==> src/rtl/fir_pkg.sv <==
// Shared definitions for the FIR output receive path.
//   DIN_W/DOUT_W : filter input / output sample widths
//   TAPS         : filter length (sets the default warm-up)
//   fsm_state_e  : receiver FSM encoding, exported on the state port
package fir_pkg;
  localparam int DIN_W  = 10;
  localparam int DOUT_W = 11;
  localparam int TAPS   = 16;

  typedef enum logic [1:0] {
    ST_IDLE = 2'd0,
    ST_WARM = 2'd1,
    ST_RUN  = 2'd2
  } fsm_state_e;
endpackage

==> src/rtl/fir_out_fifo.sv <==
// First-word-fall-through FIFO with occupancy count.
//   push/din    : write request and data (ignored when full unless popping)
//   pop         : read request (ignored when empty)
//   dout/valid  : head entry, valid while not empty
//   full/cnt    : full flag and occupancy 0..DEPTH
// Pointers carry one extra wrap bit so full (cnt==DEPTH) and empty (cnt==0)
// stay distinct when the indices are equal.
module fir_out_fifo #(
  parameter int DEPTH = 8,
  parameter int W     = 11
) (
  input  logic                     clk,
  input  logic                     rst,
  input  logic                     push,
  input  logic [W-1:0]             din,
  input  logic                     pop,
  output logic [W-1:0]             dout,
  output logic                     valid,
  output logic                     full,
  output logic [$clog2(DEPTH):0]   cnt
);
  localparam int AW = $clog2(DEPTH);

  logic [AW:0]               wr_q, wr_d, rd_q, rd_d;
  logic [DEPTH-1:0][W-1:0]   mem_q, mem_d;
  logic                      do_push, do_pop;

  assign cnt     = wr_q - rd_q;
  assign valid   = (cnt != '0);
  assign full    = (cnt == (AW+1)'(DEPTH));
  // Pop only a real entry; a push into a full FIFO is accepted only when
  // the head leaves in the same cycle.
  assign do_pop  = pop && valid;
  assign do_push = push && (!full || do_pop);
  assign dout    = mem_q[rd_q[AW-1:0]];

  always_comb begin
    wr_d  = wr_q;
    rd_d  = rd_q;
    mem_d = mem_q;
    if (do_push) begin
      mem_d[wr_q[AW-1:0]] = din;
      wr_d                = wr_q + (AW+1)'(1);
    end
    if (do_pop) rd_d = rd_q + (AW+1)'(1);
  end

  // Storage is cleared on reset so dout reads 0 until the first push.
  always_ff @(posedge clk or negedge rst) begin
    if (!rst) begin
      wr_q  <= '0;
      rd_q  <= '0;
      mem_q <= '0;
    end else begin
      wr_q  <= wr_d;
      rd_q  <= rd_d;
      mem_q <= mem_d;
    end
  end
endmodule

==> src/rtl/fir_out_rx.sv <==
// Receives the FIR output stream, drops the warm-up samples, decimates by
// DEC and buffers the kept samples in an FWFT FIFO toward a ready/valid sink.
//   clk, rst (async, active low)
//   en        : run enable; dropping it returns the FSM to IDLE
//   fir_dout  : filter output, one sample per cycle
//   m_data/m_valid/m_ready : output stream (FIFO head)
//   fifo_cnt  : FIFO occupancy
//   ovf/clr_ovf : sticky drop flag and its synchronous clear
//   state     : FSM state (IDLE/WARM/RUN)
module fir_out_rx
  import fir_pkg::*;
#(
  parameter int DEC    = 4,
  parameter int DEPTH  = 8,
  parameter int WARMUP = 17
) (
  input  logic              clk,
  input  logic              rst,
  input  logic              en,
  input  logic [DOUT_W-1:0] fir_dout,
  input  logic              m_ready,
  input  logic              clr_ovf,
  output logic [DOUT_W-1:0] m_data,
  output logic              m_valid,
  output logic [4:0]        fifo_cnt,
  output logic              ovf,
  output logic [1:0]        state
);
  localparam int PW = (DEC > 1) ? $clog2(DEC) : 1;
  localparam int WW = (WARMUP > 1) ? $clog2(WARMUP + 1) : 1;
  localparam int AW = $clog2(DEPTH);

  fsm_state_e    state_q;
  logic [WW-1:0] warm_q;
  logic [PW-1:0] phase_q;
  logic          ovf_q, ovf_d;
  logic          push, pop, full, drop;
  logic [AW:0]   cnt;

  // The IDLE cycle that sees en=1 is the first counted warm-up cycle, so
  // WARM lasts WARMUP-1 cycles and RUN starts exactly WARMUP cycles after en.
  always_ff @(posedge clk or negedge rst) begin
    if (!rst) begin
      state_q <= ST_IDLE;
      warm_q  <= '0;
      phase_q <= '0;
    end else begin
      case (state_q)
        ST_IDLE: begin
          phase_q <= '0;
          if (en) begin
            if (WARMUP <= 1) begin
              state_q <= ST_RUN;
              warm_q  <= '0;
            end else begin
              state_q <= ST_WARM;
              warm_q  <= WW'(1);
            end
          end
        end
        ST_WARM: begin
          if (!en) begin
            state_q <= ST_IDLE;
            warm_q  <= '0;
          end else if (warm_q == WW'(WARMUP - 1)) begin
            state_q <= ST_RUN;
            warm_q  <= '0;
            phase_q <= '0;
          end else begin
            warm_q  <= warm_q + WW'(1);
          end
        end
        ST_RUN: begin
          if (!en) begin
            state_q <= ST_IDLE;
            phase_q <= '0;
          end else begin
            phase_q <= (phase_q == PW'(DEC - 1)) ? '0 : phase_q + PW'(1);
          end
        end
        default: begin
          state_q <= ST_IDLE;
          warm_q  <= '0;
          phase_q <= '0;
        end
      endcase
    end
  end

  assign push = (state_q == ST_RUN) && en && (phase_q == '0);
  assign pop  = m_valid && m_ready;
  assign drop = push && full && !pop;

  // Setting wins over clearing so a drop in a clear cycle is not lost.
  always_comb begin
    ovf_d = ovf_q;
    if (clr_ovf) ovf_d = 1'b0;
    if (drop)    ovf_d = 1'b1;
  end

  always_ff @(posedge clk or negedge rst) begin
    if (!rst) ovf_q <= 1'b0;
    else      ovf_q <= ovf_d;
  end

  fir_out_fifo #(
    .DEPTH (DEPTH),
    .W     (DOUT_W)
  ) u_fifo (
    .clk   (clk),
    .rst   (rst),
    .push  (push),
    .din   (fir_dout),
    .pop   (pop),
    .dout  (m_data),
    .valid (m_valid),
    .full  (full),
    .cnt   (cnt)
  );

  assign fifo_cnt = 5'(cnt);
  assign ovf      = ovf_q;
  assign state    = state_q;
endmodule

==> config.mk <==
export PLATFORM = sky130hd
export DESIGN_NAME = fir_out_rx
export DESIGN_NICKNAME = d
export VERILOG_FILES = /design/src/rtl/fir_pkg.sv /design/src/rtl/fir_out_fifo.sv /design/src/rtl/fir_out_rx.sv
export SDC_FILE = /design/constraint.sdc
export NUM_CORES = 1
export LEC_CHECK = 0
export BUFFER_PORTS_ARGS = -buffer_cell sky130_fd_sc_hd__buf_2
export CAP_MARGIN = 20
export CORE_ASPECT_RATIO = 1.25
export CORE_UTILIZATION = 44
export DETAILED_ROUTE_END_ITERATION = 10
export PLACE_DENSITY = 0.69
export RECOVER_POWER = 100
export SYNTH_ARGS = -nofsm -noshare
export SYNTH_HDL_FRONTEND = slang
export SYNTH_SLANG_ARGS = --single-unit
==> constraint.sdc <==
create_clock -name clk -period 6.5 [get_ports clk]
set_input_delay 0.325 -clock clk [delete_from_list [all_inputs] [get_ports clk]]
set_output_delay 0.325 -clock clk [all_outputs]
set_load 0.01 [all_outputs]
Word-level counts from Yosys, hierarchy flattened
Cells that the tools add are included.
W data, S select, Z words.
{"block": "totals", "ram_bits": 0, "latch_bits": 0, "ff_bits": 106, "n_memories": 0, "output_inout_bits": 20, "rom_bits": 0}
{"block": "classes", "multipliers": 0, "magnitude_cmp": 3, "bitwise_logic": 1, "mux": 21, "reduce_logical": 18, "n_div": 0, "shift": 0, "n_eq_ne": 10, "add_sub_neg": 5}
{"cell": "$bwmux W88", "n": 1}
{"cell": "$bmux W11 S3", "n": 1}
{"cell": "$demux W11 S3", "n": 1}
{"cell": "$mux W11", "n": 2}
{"cell": "$mux W2", "n": 8}
{"cell": "$mux W5", "n": 3}
{"cell": "$pmux W5 S3", "n": 1}
{"cell": "$add A4 B1 Y4 const B", "n": 2}
{"cell": "$logic_and A1 B1 Y1", "n": 8}
{"cell": "$lt A3 B4 Y1 const B", "n": 2}
{"cell": "$ne A2 B2 Y1 const B", "n": 4}
{"cell": "$pmux W2 S3", "n": 1}
{"cell": "$add A5 B1 Y5 const B", "n": 1}
{"cell": "$eq A5 B5 Y1 const B", "n": 1}
{"cell": "$eq A2 B2 Y1 const B", "n": 2}
{"cell": "$eq A4 B4 Y1 const B", "n": 1}
{"cell": "$logic_not A2 Y1", "n": 2}
{"cell": "$pmux W2 S2", "n": 1}
{"cell": "$reduce_and A2 Y1", "n": 2}
{"cell": "$reduce_bool A4 Y1", "n": 1}
{"cell": "$sub A4 B4 Y4", "n": 1}
{"cell": "$ge A3 B1 Y1 const B", "n": 1}
{"cell": "$ne A3 B3 Y1 const B", "n": 1}
{"cell": "$reduce_and A3 Y1", "n": 1}
{"cell": "7 further kinds", "n": 9}

Depth between registers and ports, before layout
{"block": "depth", "depth_word": 6, "depth_mapped": 12}

By module
A second synthesis with hierarchy kept.
{"block": "unflattened", "cells_unflattened": 357, "area_unflattened_um2": 5188.7}
{"module": "fir_out_fifo", "seq_area_each_um2": 2402.3, "area_each_um2": 4633.2, "cells_each": 306, "n_inst": 1}
{"module": "fir_out_rx", "seq_area_each_um2": 250.2, "area_each_um2": 555.5, "cells_each": 51, "n_inst": 1}

Worst setup path after synthesis
OpenSTA, ideal clock, no wires.
{"block": "synth_timing", "path_kind": "reg-to-reg", "start": "register u_fifo.rd_q[1]", "end": "register u_fifo.mem_q[57] (netlist bit)", "arrival_time_ns": 2.684, "n_path_buf": 4, "period_less_slack_ns": 2.816, "path_slack_ns": 3.684, "path_stages_with_launch": 13, "cell_sequence": "dfrtp_1 clkbuf_1 clkbuf_1 inv_1 fa_1 xnor2_1 inv_1 nor4_1 o21a_1 buf_6 or3_4 buf_6 o2bb2ai_1"}
{"block": "synth_between", "elab_chain_len": 6, "word_cells_on_any_way": 8, "classes_between": "add/sub (1); eq/ne (1); reduce/logical (6)"}
{"item": "start, declared", "line": "fir_out_fifo.sv:24", "source": "logic [AW:0] wr_q, wr_d, rd_q, rd_d;"}
{"item": "start signal, assigned", "line": "fir_out_fifo.sv:56", "source": "rd_q <= rd_d;"}
{"item": "$sub A4 B4 Y4 (*)", "line": "fir_out_fifo.sv:28", "source": "assign cnt = wr_q - rd_q;"}
{"item": "named net fifo_cnt[2]", "line": "fir_out_rx.sv:25", "source": "output logic [4:0] fifo_cnt,"}
{"item": "$reduce_bool A4 Y1", "line": "fir_out_fifo.sv:29", "source": "assign valid = (cnt != '0);"}
{"item": "$logic_and A1 B1 Y1", "line": "fir_out_rx.sv:91", "source": "assign pop = m_valid && m_ready;"}
{"item": "$logic_and A1 B1 Y1", "line": "fir_out_fifo.sv:33", "source": "assign do_pop = pop && valid;"}
{"item": "$logic_or A1 B1 Y1 (*)", "line": "fir_out_fifo.sv:34", "source": "assign do_push = push && (!full || do_pop);"}
{"item": "$logic_and A1 B1 Y1 (*)", "line": "fir_out_fifo.sv:34"}
{"item": "end signal, assigned", "line": "fir_out_fifo.sv:57", "source": "mem_q <= mem_d;"}
{"item": "end, declared", "line": "fir_out_fifo.sv:25", "source": "logic [DEPTH-1:0][W-1:0] mem_q, mem_d;"}
Mark *: on every way through the listed nets, which the timed path passes. The rest lies on a longest branch.
A chain may end at the register's enable or synchronous reset.

Worst setup path in the final report
{"block": "layout_timing", "start": "register u_fifo.rd_q[2]", "end": "register u_fifo.mem_q[10] (netlist bit)"}
{"block": "layout_between", "elab_chain_len": 6, "word_cells_on_any_way": 8, "classes_between": "add/sub (1); eq/ne (1); reduce/logical (6)"}
{"item": "$sub A4 B4 Y4 (*)", "line": "fir_out_fifo.sv:28"}
{"item": "$reduce_bool A4 Y1", "line": "fir_out_fifo.sv:29"}
{"item": "$logic_and A1 B1 Y1", "line": "fir_out_rx.sv:91"}
{"item": "$logic_and A1 B1 Y1", "line": "fir_out_fifo.sv:33"}
{"item": "$logic_or A1 B1 Y1 (*)", "line": "fir_out_fifo.sv:34"}
{"item": "$logic_and A1 B1 Y1 (*)", "line": "fir_out_fifo.sv:34"}
Every way passes the cells marked *; elsewhere a longest branch is shown, timed or not.

==> results by group <==
Floorplan
  – Initial core utilization: 45.6%
  – Die Y: 123 µm
  – I/O Pins: 36
  – Core area: 11,200 µm²
  – Row Count: 43
  – DIE AREA: 12,100 µm²
  – Width of the die: 98.6 µm

Final layout
  – Finished Layout Cells: 595
  – Layout cell share with drive strength beyond 1: 14.8%
  – Total Nets Final: 481
  – Area Growth Syn to Fin: 9.83%
  – Antenna diode instance count: 0
  – # fillers: 954
  – Fin util: 50.1%

Route
  – Routed wire length: 12.8 mm
  – Drt initial violations: 343
  – Via count: 3,752
  – DRT Pass-1 Iters: 5
  – Vias per std cell: 6.31
  – Number of remaining DRC errors: 0
  – DRT antenna net count: 0
  – Drt wl/cell: 21.5 µm

Clock network
  – H-tree level count: 3
  – PostCTS Resize Cnt: 0
  – Root Driver: clkbuf_16
  – Bufs on Longest Clock Path: 2
  – Num CTS Buffers: 9
  – Post-CTS Setup Repair Bufs: 0
  – Clk slew on worst S/H paths: 0.07 ns
  – # clock sinks: 106
  – CTS hold repair buffers: 0
  – Clk_lat worst skew: 0.35 ns
  – TritonCTS clock tree: built

Pwr
  – P_int: 1130 µW
  – Total power: 1660 µW
  – Leak pwr: 0.00238 µW
  – Seq pwr share: 43.8%
  – Comb pwr share: 22.5%
  – Clk pwr share: 33.8%
  – Switch Pwr: 523 µW
  – Peak VDD IR: 175 µV
  – Sw Ratio: 31.6%
  – Pwr dens: 294 nW/µm²

Yosys
  – FF+latch count, synth: 106
  – Synth top area share: 51.7%
  – Register area share after synthesis: 51.7%
  – Post-synthesis xor/xnor area fraction: 1.71%
  – Asr flop ratio synth: 100%
  – Area fraction in and, or, nand and nor cells after synthesis: 9.41%
  – Syn_nets: 465
  – Synthesized area per cell: 11.7 µm²
  – Mux share of post-synthesis cell area: 10.1%
  – Prevailing post-synth register cell: dfrtp_1
  – Ys Warns: 0
  – Netlist cell types: 42
  – Post-synthesis cell area: 5130 µm²
  – Post-synth EDFFs: 0
  – Largest family of logic cells by synthesized area: compound AO/OA/AOI/OAI gates
  – Post-Synth Adder-Cell Area: 2.58%
  – Leading area contributor after synthesis: dfrtp_1
  – Most area-consuming cells after synthesis: dfrtp_1, mux4_2, o2bb2ai_1
  – Synth cell count leaders: dfrtp_1, o2bb2ai_1, nand2_1
  – Most common cell in the netlist: dfrtp_1
  – Synth Area in Compound Gates: 20.1%
  – Synth Instances: 439

Run status
  – Failing checks: max-capacitance violations, max-slew violations
  – Status: finished with violations

Place
  – DP Wirelength: 7.76 mm
  – Placed cell count: 577
  – PortBufs: 34
  – GP Congestion: 0.784

STA
  – Final setup viols: 0
  – Fin. Hold Viols: 0
  – Period utilization: 70.3%
  – Max Freq: 0.219 GHz
  – Relative slew slack: -86.1%
  – Actual slew at the worst max-slew pin: 2.79 ns
  – Setup tns final: 0 ns
  – Final Max Slew Viols: 64
  – Layout Skew: 0.00839 ns
  – Fin crit period: 4.57 ns
  – RSZ-0062 raised after global routing: false

Setup path
  – Worst Path Class, Setup: reg -> reg
  – Worst path required time: 6.76 ns
  – Max FO, Critical Path: 14
  – Startpoint types: register
  – Crit. End Element: register
  – R2R depth: 8
  – Worst EP arrival: 4.83 ns

Worst hold path
  – Cells on Worst Hold Path: 2
  – Min-Delay Path Class: in -> reg

Global routing
  – Initial antenna violation count: 0
  – First-pass GRT wire length: 20.8 mm
  – GRT Total Usage: 22.8%
  – Number of global-route vias before repair: 3,962
  – Grt ovf: 0
  – Largest net degree at the start of global routing: 57

Run
  – Max-cap violations: 2
[final timing paths]
| path | start | to | slack (ns) |
|---|---|---|---|
| min in group asynchronous | rst | u_fifo.mem_q[12]$_DFFE_PN0P_ | 0.86 |
| hold reg to reg | u_fifo.mem_q[81]$_DFFE_PN0P_ | u_fifo.mem_q[81]$_DFFE_PN0P_ | 0.49 |
| hold / removal | clr_ovf | ovf$_DFFE_PN0P_ | 0.16 |
| max in group asynchronous | rst | u_fifo.mem_q[60]$_DFFE_PN0P_ | 3.73 |
| setup reg to reg | u_fifo.rd_q[2]$_DFFE_PN0P_ | u_fifo.mem_q[10]$_DFFE_PN0P_ | 1.93 |
| setup / recovery | u_fifo.rd_q[2]$_DFFE_PN0P_ | u_fifo.mem_q[10]$_DFFE_PN0P_ | 1.93 |
[worst max-delay path, stage by stage (launching register included)]
cell	delay (ns)
dfrtp_1	0.76
inv_1	0.46
ha_1	0.46
a21oi_1	0.24
a21oi_1	0.14
o21ai_0	1.26
clkbuf_1	0.62
nand3_1	0.29
o21ai_0	0.25
[through the flow]
step / cell area, µm² / hold WS [ns] / worst slack, ns
after CTS: 5650 / 0.0282 / 2.42
final: 5640 / 0.164 / 1.93
after detailed placement: 5350 / 0.398 / 2.44
after floorplan: 5130 / 0.0294 / 3.68
after global routing: 5640 / 0.162 / 1.75
after global placement: 5350 / 0.398 / 2.52
[flip-flops by register name, summed over array words and instances (netlist names)]
signal        count
ovf               1
u_fifo.rd_q       4
phase_q           2
u_fifo.mem_q     88
state             2
warm_q            5
u_fifo.wr_q       4
[power by group through the flow]
stage                     Sequential, µW  Clock [µW]  Combinational (µW)
after floorplan                      706           0                 294
after global placement               750           0                 353
after detailed placement             751           0                 359
after CTS                            738         565                 361
after global routing                 727         598                 408
final                                726         560                 373
[cells in the final DEF, fill, tap and decap left out, types with 4 or more instances in the layout]
cell type | Yosys | final
o2bb2ai_1 | 55 | 55
nor2_1 | 7 | 7
or2_2 | 4 | 4
nand3_1 | 26 | 26
xnor2_1 | 7 | 7
clkbuf_16 | 0 | 9
clkbuf_1 | 23 | 22
mux4_2 | 22 | 22
o21ai_0 | 39 | 40
dfrtp_1 | 106 | 106
buf_2 | 10 | 15
nor2b_1 | 4 | 4
nand2_1 | 40 | 40
buf_4 | 1 | 6
inv_1 | 11 | 11
o31ai_1 | 34 | 34
ha_1 | 9 | 9
[logic make-up (layout without fill, tap and decap cells)]
group                      after synthesis  count (layout)
AOI/OAI and AO/OA                      142             142
DFF                                    106             106
and+or+nand+nor                         97              97
buffers and inverters                   49              70
muxes                                   24              24
adders and majority gates               10              10
xor gates and xnor gates                10              10
other                                    1               1
[routing by layer]
layer,GRT usage [%],vias up,part of all wire [%]
met2,39.0,126,51
met5,0,-,0
li1,-,1690,-
met3,4.56,25,5.2
met1,28.0,1911,41
met4,10.5,0,2.7
[final cells by class]
| type | instances | area, µm² | share of cell area (%) |
|---|---|---|---|
| repair buffers | 43 | 214 | 3.80 |
| clock buffers | 11 | 243 | 4.31 |
| inverters | 11 | 41.3 | 0.733 |
| multi-input cells | 284 | 2260 | 40.0 |
| well taps | 135 | 169 | 3.00 |
| flip-flops and latches | 106 | 2650 | 47.1 |
| clock inverters | 5 | 60.1 | 1.07 |
(Power assumes the default switching activity.)
